===== config.mk =====
export PLATFORM = sky130hd
export DESIGN_NAME = irq_ctrl_flat
export DESIGN_NICKNAME = d
export VERILOG_FILES = /design/src/rtl/irq_pkg.sv /design/src/rtl/irq_ctrl_if.sv /design/src/rtl/irq_prio_enc.sv /design/src/rtl/irq_ctrl.sv /design/src/flat_wrapper.sv
export SDC_FILE = /design/constraint.sdc
export NUM_CORES = 1
export LEC_CHECK = 0
export CAP_MARGIN = 25
export CORE_UTILIZATION = 40
export CTS_BUF_LIST = sky130_fd_sc_hd__clkbuf_16
export DETAILED_ROUTE_END_ITERATION = 6
export MAX_ROUTING_LAYER = met4
export PLACE_DENSITY = 0.81
export SYNTH_ARGS = -nofsm -noshare
export SYNTH_HDL_FRONTEND = slang
export SYNTH_HIERARCHICAL = 1
export SYNTH_SLANG_ARGS = --single-unit

===== constraint.sdc =====
create_clock -name clk -period 2.8 [get_ports clk]
set_input_delay 0.28 -clock clk [delete_from_list [all_inputs] [get_ports clk]]
set_output_delay 0.28 -clock clk [all_outputs]
set_load 0.01 [all_outputs]

===== src/rtl/irq_pkg.sv =====
// Shared types and constants for the interrupt/exception controller.
package irq_pkg;

  typedef enum logic {
    RUN     = 1'b0,
    HANDLER = 1'b1
  } irq_state_t;

  localparam int CAUSE_IRQ_BIT = 31;
  localparam int CAUSE_ID_LSB  = 0;
  localparam int CAUSE_ID_W    = 8;

  localparam logic [3:0] EXC_OVF = 4'h1;
  localparam logic [3:0] EXC_ILL = 4'h2;

endpackage


===== src/rtl/irq_ctrl_if.sv =====
// Bus bundle between the PC/CPU side (master) and irq_ctrl (slave).
// irq_count exists only when IRQ_STATS_EN is defined.
interface irq_ctrl_if #(
  parameter int NUM_IRQ = 4,
  parameter int EXC_W   = 4
);
  logic [NUM_IRQ-1:0] irq_in;
  logic               mask_we;
  logic [NUM_IRQ-1:0] mask_wdata;
  logic               exc_req;
  logic [EXC_W-1:0]   exc_code;
  logic               eret;
  logic [31:0]        ia;
  logic               irq;
  logic               Exception;
  logic [31:0]        epc;
  logic [31:0]        cause;
  logic               in_handler;
  logic [NUM_IRQ-1:0] pending;
  logic [NUM_IRQ-1:0] mask;
`ifdef IRQ_STATS_EN
  logic [15:0]        irq_count;
`endif

  modport master (
    output irq_in, mask_we, mask_wdata, exc_req, exc_code, eret, ia,
    input  irq, Exception, epc, cause, in_handler, pending, mask
`ifdef IRQ_STATS_EN
    , input irq_count
`endif
  );

  modport slave (
    input  irq_in, mask_we, mask_wdata, exc_req, exc_code, eret, ia,
    output irq, Exception, epc, cause, in_handler, pending, mask
`ifdef IRQ_STATS_EN
    , output irq_count
`endif
  );
endinterface


===== src/rtl/irq_prio_enc.sv =====
// Combinational lowest-index-wins priority encoder.
module irq_prio_enc #(
  parameter int N = 4
) (
  input  logic [N-1:0] req,
  output logic         valid,
  output logic [7:0]   idx
);
  logic [N:0]   seen;
  logic [N-1:0] onehot;

  assign seen[0] = 1'b0;

  generate
    for (genvar gi = 0; gi < N; gi++) begin : g_chain
      assign seen[gi+1]  = seen[gi] | req[gi];
      assign onehot[gi]  = req[gi] & ~seen[gi];
    end
  endgenerate

  assign valid = seen[N];

  always_comb begin
    idx = 8'd0;
    for (int i = 0; i < N; i++) begin
      if (onehot[i]) idx = 8'(i);
    end
  end
endmodule


===== src/rtl/irq_ctrl.sv =====
// Interrupt/exception controller: edge-detects irq lines, arbitrates against
// exceptions and issues one-cycle redirect pulses. Optional feature: IRQ_STATS_EN.
module irq_ctrl
  import irq_pkg::*;
#(
  parameter int NUM_IRQ = 4,
  parameter int EXC_W   = 4
) (
  input  logic        clk,
  input  logic        reset,
  irq_ctrl_if.slave   bus
);
  irq_state_t         state_q, state_d;
  logic               irq_q, irq_d;
  logic               exc_q, exc_d;
  logic [31:0]        epc_q, epc_d;
  logic [31:0]        cause_q, cause_d;
  logic [NUM_IRQ-1:0] pending_q, pending_d;
  logic [NUM_IRQ-1:0] mask_q, mask_d;
  logic [NUM_IRQ-1:0] irq_in_q, irq_in_d;
  logic [NUM_IRQ-1:0] eligible, clr;
  logic [31:0]        irq_cause, exc_cause;
  logic               win_valid;
  logic [7:0]         win_idx;

  assign eligible = pending_q & mask_q;

  irq_prio_enc #(.N(NUM_IRQ)) u_prio (
    .req   (eligible),
    .valid (win_valid),
    .idx   (win_idx)
  );

  always_comb begin
    irq_cause = '0;
    irq_cause[CAUSE_IRQ_BIT] = 1'b1;
    irq_cause[CAUSE_ID_LSB +: CAUSE_ID_W] = win_idx;
    exc_cause = '0;
    exc_cause[CAUSE_ID_LSB +: CAUSE_ID_W] = CAUSE_ID_W'(bus.exc_code);
  end

  always_comb begin
    state_d = state_q;
    irq_d   = 1'b0;
    exc_d   = 1'b0;
    epc_d   = epc_q;
    cause_d = cause_q;
    clr     = '0;
    case (state_q)
      RUN: begin
        if (bus.exc_req) begin
          exc_d   = 1'b1;
          epc_d   = bus.ia;
          cause_d = exc_cause;
          state_d = HANDLER;
        end else if (win_valid) begin
          irq_d   = 1'b1;
          epc_d   = bus.ia;
          cause_d = irq_cause;
          clr     = NUM_IRQ'(1) << win_idx;
          state_d = HANDLER;
        end
      end
      HANDLER: begin
        // An exception racing eret is a fresh entry, so it may overwrite epc/cause.
        if (bus.exc_req) begin
          exc_d = 1'b1;
          if (bus.eret) begin
            epc_d   = bus.ia;
            cause_d = exc_cause;
          end
        end else if (bus.eret) begin
          state_d = RUN;
        end
      end
      default: state_d = RUN;
    endcase
    // Set is ORed in after the clear so a same-edge re-trigger is not lost.
    pending_d = (pending_q & ~clr) | (bus.irq_in & ~irq_in_q);
    mask_d    = bus.mask_we ? bus.mask_wdata : mask_q;
    irq_in_d  = bus.irq_in;
  end

  always_ff @(posedge clk) begin
    if (reset) begin
      state_q   <= RUN;
      irq_q     <= 1'b0;
      exc_q     <= 1'b0;
      epc_q     <= '0;
      cause_q   <= '0;
      pending_q <= '0;
      mask_q    <= '0;
      irq_in_q  <= '0;
    end else begin
      state_q   <= state_d;
      irq_q     <= irq_d;
      exc_q     <= exc_d;
      epc_q     <= epc_d;
      cause_q   <= cause_d;
      pending_q <= pending_d;
      mask_q    <= mask_d;
      irq_in_q  <= irq_in_d;
    end
  end

  assign bus.irq        = irq_q;
  assign bus.Exception  = exc_q;
  assign bus.epc        = epc_q;
  assign bus.cause      = cause_q;
  assign bus.in_handler = (state_q == HANDLER);
  assign bus.pending    = pending_q;
  assign bus.mask       = mask_q;

`ifdef IRQ_STATS_EN
  logic [15:0] cnt_q, cnt_d;

  always_comb begin
    cnt_d = cnt_q;
    if ((irq_d || exc_d) && (cnt_q != 16'hFFFF)) cnt_d = cnt_q + 16'd1;
  end

  always_ff @(posedge clk) begin
    if (reset) cnt_q <= '0;
    else       cnt_q <= cnt_d;
  end

  assign bus.irq_count = cnt_q;
`endif
endmodule

===== src/flat_wrapper.sv =====
// flat-port wrapper written by rule: the top's interface ports become plain ports
module irq_ctrl_flat import irq_pkg::*;
#(
  parameter int NUM_IRQ = 4,
  parameter int EXC_W   = 4
)
  (clk, reset, bus_irq_in, bus_mask_we, bus_mask_wdata, bus_exc_req, bus_exc_code, bus_eret, bus_ia, bus_irq, bus_Exception, bus_epc, bus_cause, bus_in_handler, bus_pending, bus_mask);
  irq_ctrl_if #(.NUM_IRQ(NUM_IRQ), .EXC_W(EXC_W)) bus_i ();
  input  logic clk;
  input  logic reset;
  input wire logic [$bits(bus_i.irq_in)-1:0] bus_irq_in;
  input wire logic [$bits(bus_i.mask_we)-1:0] bus_mask_we;
  input wire logic [$bits(bus_i.mask_wdata)-1:0] bus_mask_wdata;
  input wire logic [$bits(bus_i.exc_req)-1:0] bus_exc_req;
  input wire logic [$bits(bus_i.exc_code)-1:0] bus_exc_code;
  input wire logic [$bits(bus_i.eret)-1:0] bus_eret;
  input wire logic [$bits(bus_i.ia)-1:0] bus_ia;
  output wire logic [$bits(bus_i.irq)-1:0] bus_irq;
  output wire logic [$bits(bus_i.Exception)-1:0] bus_Exception;
  output wire logic [$bits(bus_i.epc)-1:0] bus_epc;
  output wire logic [$bits(bus_i.cause)-1:0] bus_cause;
  output wire logic [$bits(bus_i.in_handler)-1:0] bus_in_handler;
  output wire logic [$bits(bus_i.pending)-1:0] bus_pending;
  output wire logic [$bits(bus_i.mask)-1:0] bus_mask;
  assign bus_i.irq_in = bus_irq_in;
  assign bus_i.mask_we = bus_mask_we;
  assign bus_i.mask_wdata = bus_mask_wdata;
  assign bus_i.exc_req = bus_exc_req;
  assign bus_i.exc_code = bus_exc_code;
  assign bus_i.eret = bus_eret;
  assign bus_i.ia = bus_ia;
  assign bus_irq = bus_i.irq;
  assign bus_Exception = bus_i.Exception;
  assign bus_epc = bus_i.epc;
  assign bus_cause = bus_i.cause;
  assign bus_in_handler = bus_i.in_handler;
  assign bus_pending = bus_i.pending;
  assign bus_mask = bus_i.mask;
  irq_ctrl #(.NUM_IRQ(NUM_IRQ), .EXC_W(EXC_W)) u_core (.clk(clk), .reset(reset), .bus(bus_i));
endmodule

==> impl_metrics.json <==
{
  "most-common-layout-cells": "clkdlybuf4s50_1 (99), dfxtp_1 (56), a21oi_1 (37), nand3_1 (36), o21ai_0 (33)",
  "clk_pin_slew_worst_paths_ns": 0.07,
  "starting_density": 0.427,
  "floorplan.core_area_um2": 5680,
  "hold-worst-slack_ns": 0.463,
  "tns_ns": 0,
  "clk_path_buf_depth": 2,
  "gr-usage-all-layers": 0.200,
  "vias_per_cell": 5.04,
  "setup_viol": 0,
  "netlist_area_um2": 2420,
  "mapped_cells": 285,
  "antenna_cells_inserted": 0,
  "final_core_util": 0.618,
  "antenna_found_initial": 0,
  "drive_gt1_frac": 0.0531,
  "yosysUniqueCellTypes": 31,
  "final.min_clock_period_ns": 2.10,
  "crit_chain": "and2_1, nor2_1, nand2_1, or4b_1, or4_1, a32o_1",
  "floorplan.die_area_um2": 6370,
  "fp.dieW_um": 79.8,
  "drt_drc_violations_left": 0,
  "syn_to_final_growth_pct": 44.8,
  "setup.worst_path.class": "flop to flop",
  "post_cts_hold_buffer_count": 0,
  "hold_violation_total_from_the_final_report": 0,
  "period_share": 0.751,
  "critPathCaptureType": "flop",
  "floorplan.rows": 27,
  "cp_data_required_time_ns": 2.98,
  "synth-seq-cells": 56,
  "unrepaired_setup_endpoints_after_global_routing": "no",
  "critical_path_peak_fanout": 6,
  "wl_um": 6280,
  "cts.root.buffer_cell": "clkbuf_16",
  "total_leakage_power_nw": 1.33,
  "synth_area_per_cell_um2": 8.50,
  "powerDensity_nw_per_um2": 537,
  "final_common_cell": "clkdlybuf4s50_1",
  "finClkSkew_ns": 0.00413,
  "yosysSeqAreaShare": 0.463,
  "dp.final_hpwl_um": 4430,
  "grt_max_degree": 33,
  "die_height_um": 79.8,
  "detailedRoute.firstIterationViolations": 128,
  "min-delay-path-class": "flop to flop",
  "clock-sinks": 56,
  "clk_latency_ns": 0.28,
  "status": "finished clean",
  "grt.overflow.total": 0,
  "final_max_slew_viol_count": 0,
  "port-buffer-count": 100,
  "tritoncts": "yes",
  "finalNetCount": 425,
  "globalplace.congestion": 0.772,
  "timing.max_cap.violations": 0,
  "number_of_global_route_vias_before_repair": 2156,
  "ctsResizeCount": 0,
  "postRouteAntennaNets": 0,
  "worst_setup_path_start_kind": "flop",
  "crit_arrival_ns": 2.28,
  "worst_slew_margin_rel": 0.583,
  "max_clock_freq_mhz": 475,
  "post_cts_buffers": 0,
  "cts_buffers": 5,
  "drt_pre_antenna_iters": 5,
  "yosys_warnings": 6,
  "dp_cells": 441,
  "ir_drop_uv": 363,
  "timing.critical_path.slowest_stage_cell": "or4_1",
  "finish.cell_count_without_fillers": 449,
  "worst_pin_slew_ns": 0.625,
  "total_vias_in_the_final_route": 2265,
  "standard_cell_area_after_detailed_placement_um2": 3370,
  "count_of_boundary_i_o_pins": 124,
  "final_area_um2": 3510,
  "grt_first_pass_wirelength_um": 9800,
  "cp_slowest_stage_delay_ns": 0.48,
  "htree_levels": 2,
  "drt_wl_cell_um": 14.0
}
-- kinds of logic (layout without fill, tap and decap cells) --
logic type,count (synthesis),count (layout),share of synthesized area
AOI/OAI and AO/OA,90,90,0.212
and+or+nand+nor,73,73,0.165
buffers and inverters,60,125,0.141
DFF,56,56,0.463
muxes,4,4,0.0165
other,2,29,0.00310
-- state kept, by name (all words and copies together) (netlist names) --
signal,flops
u_core/bus.epc,32
u_core/bus.cause,9
u_core/bus.irq,1
u_core/irq_in_q,4
u_core/bus.pending,4
u_core/bus.in_handler,1
u_core/bus.mask,4
u_core/bus.Exception,1
-- power breakdown --
part / internal [mW] / switching (mW)
Combinational: 0.212 / 0.190
Clock: 0.326 / 0.266
Sequential: 0.855 / 0.0350
Total: 1.39 / 0.491
-- per-stage QoR --
step	setup slack (ns)	power, mW
final	0.696	1.88
after floorplan	0.827	1.12
after global routing	0.568	1.97
after global placement	0.705	1.30
after CTS	0.706	1.90
after detailed placement	0.690	1.31
-- per-layer routing --
metal | GRT usage | vias up | share of wire
met5 | - | - | 0
met4 | 0.0446 | 0 | 0.0080
met3 | 0.0503 | 6 | 0.046
met2 | 0.340 | 71 | 0.50
met1 | 0.238 | 1066 | 0.44
li1 | - | 1122 | -
-- synthesized netlist by cell type, drive strengths merged --
cell type  number  area share
dfxtp          56        0.46
o21ba           1      0.0041
a21oi          38       0.080
o21a            4       0.012
nor3b           4       0.012
nor4b           2      0.0072
nand3          36       0.074
and2            5       0.013
or4b            1      0.0041
nand2           3      0.0046
inv             8       0.012
nor2            8       0.012
nand4           2      0.0052
buf            31       0.096
a32o            4       0.017
a22o            4       0.014
mux2i           4       0.017
clkbuf         21       0.033
a21o            1      0.0031
o21bai          1      0.0031
or4             3      0.0093
nor3            2      0.0041
o21ai          33       0.068
conb            2      0.0031
nor2b           4       0.010
nand2b          2      0.0052
nor4            1      0.0026
o22ai           4       0.010
-- worst max-delay path, delay by kind of cell, from the launching register on --
| family | cells | cell delay, ns |
|---|---|---|
| AO/OA/AOI/OAI | 1 | 0.26 |
| AND/OR/NAND/NOR | 5 | 1.36 |
| flip-flops | 1 | 0.38 |
-- worst paths after layout --
| kind | depth (start not counted) | slack (ns) | startpoint | to |
|---|---|---|---|---|
| worst max-delay path | 6 | 0.70 | u_core/bus.pending[1]$_SDFF_PP0_ | u_core/bus.pending[3]$_SDFF_PP0_ |
| worst min-delay path | 1 | 0.46 | u_core/bus.cause[31]$_SDFFE_PP0P_ | u_core/bus.cause[31]$_SDFFE_PP0P_ |
| worst max register to register | 6 | 0.70 | u_core/bus.pending[1]$_SDFF_PP0_ | u_core/bus.pending[3]$_SDFF_PP0_ |
| worst min register to register | 1 | 0.46 | u_core/bus.cause[31]$_SDFFE_PP0P_ | u_core/bus.cause[31]$_SDFFE_PP0P_ |
-- layout make-up --
type / count / area, um2
fill: 488 / 2170
sequential: 56 / 1120
multi-input combinational: 196 / 1070
timing repair buffer: 109 / 1060
clock buffer: 5 / 125
tap: 72 / 90.1
inverter: 8 / 30.0
clock inverter: 3 / 13.8
Note: power is estimated with default switching activity, not from simulation.
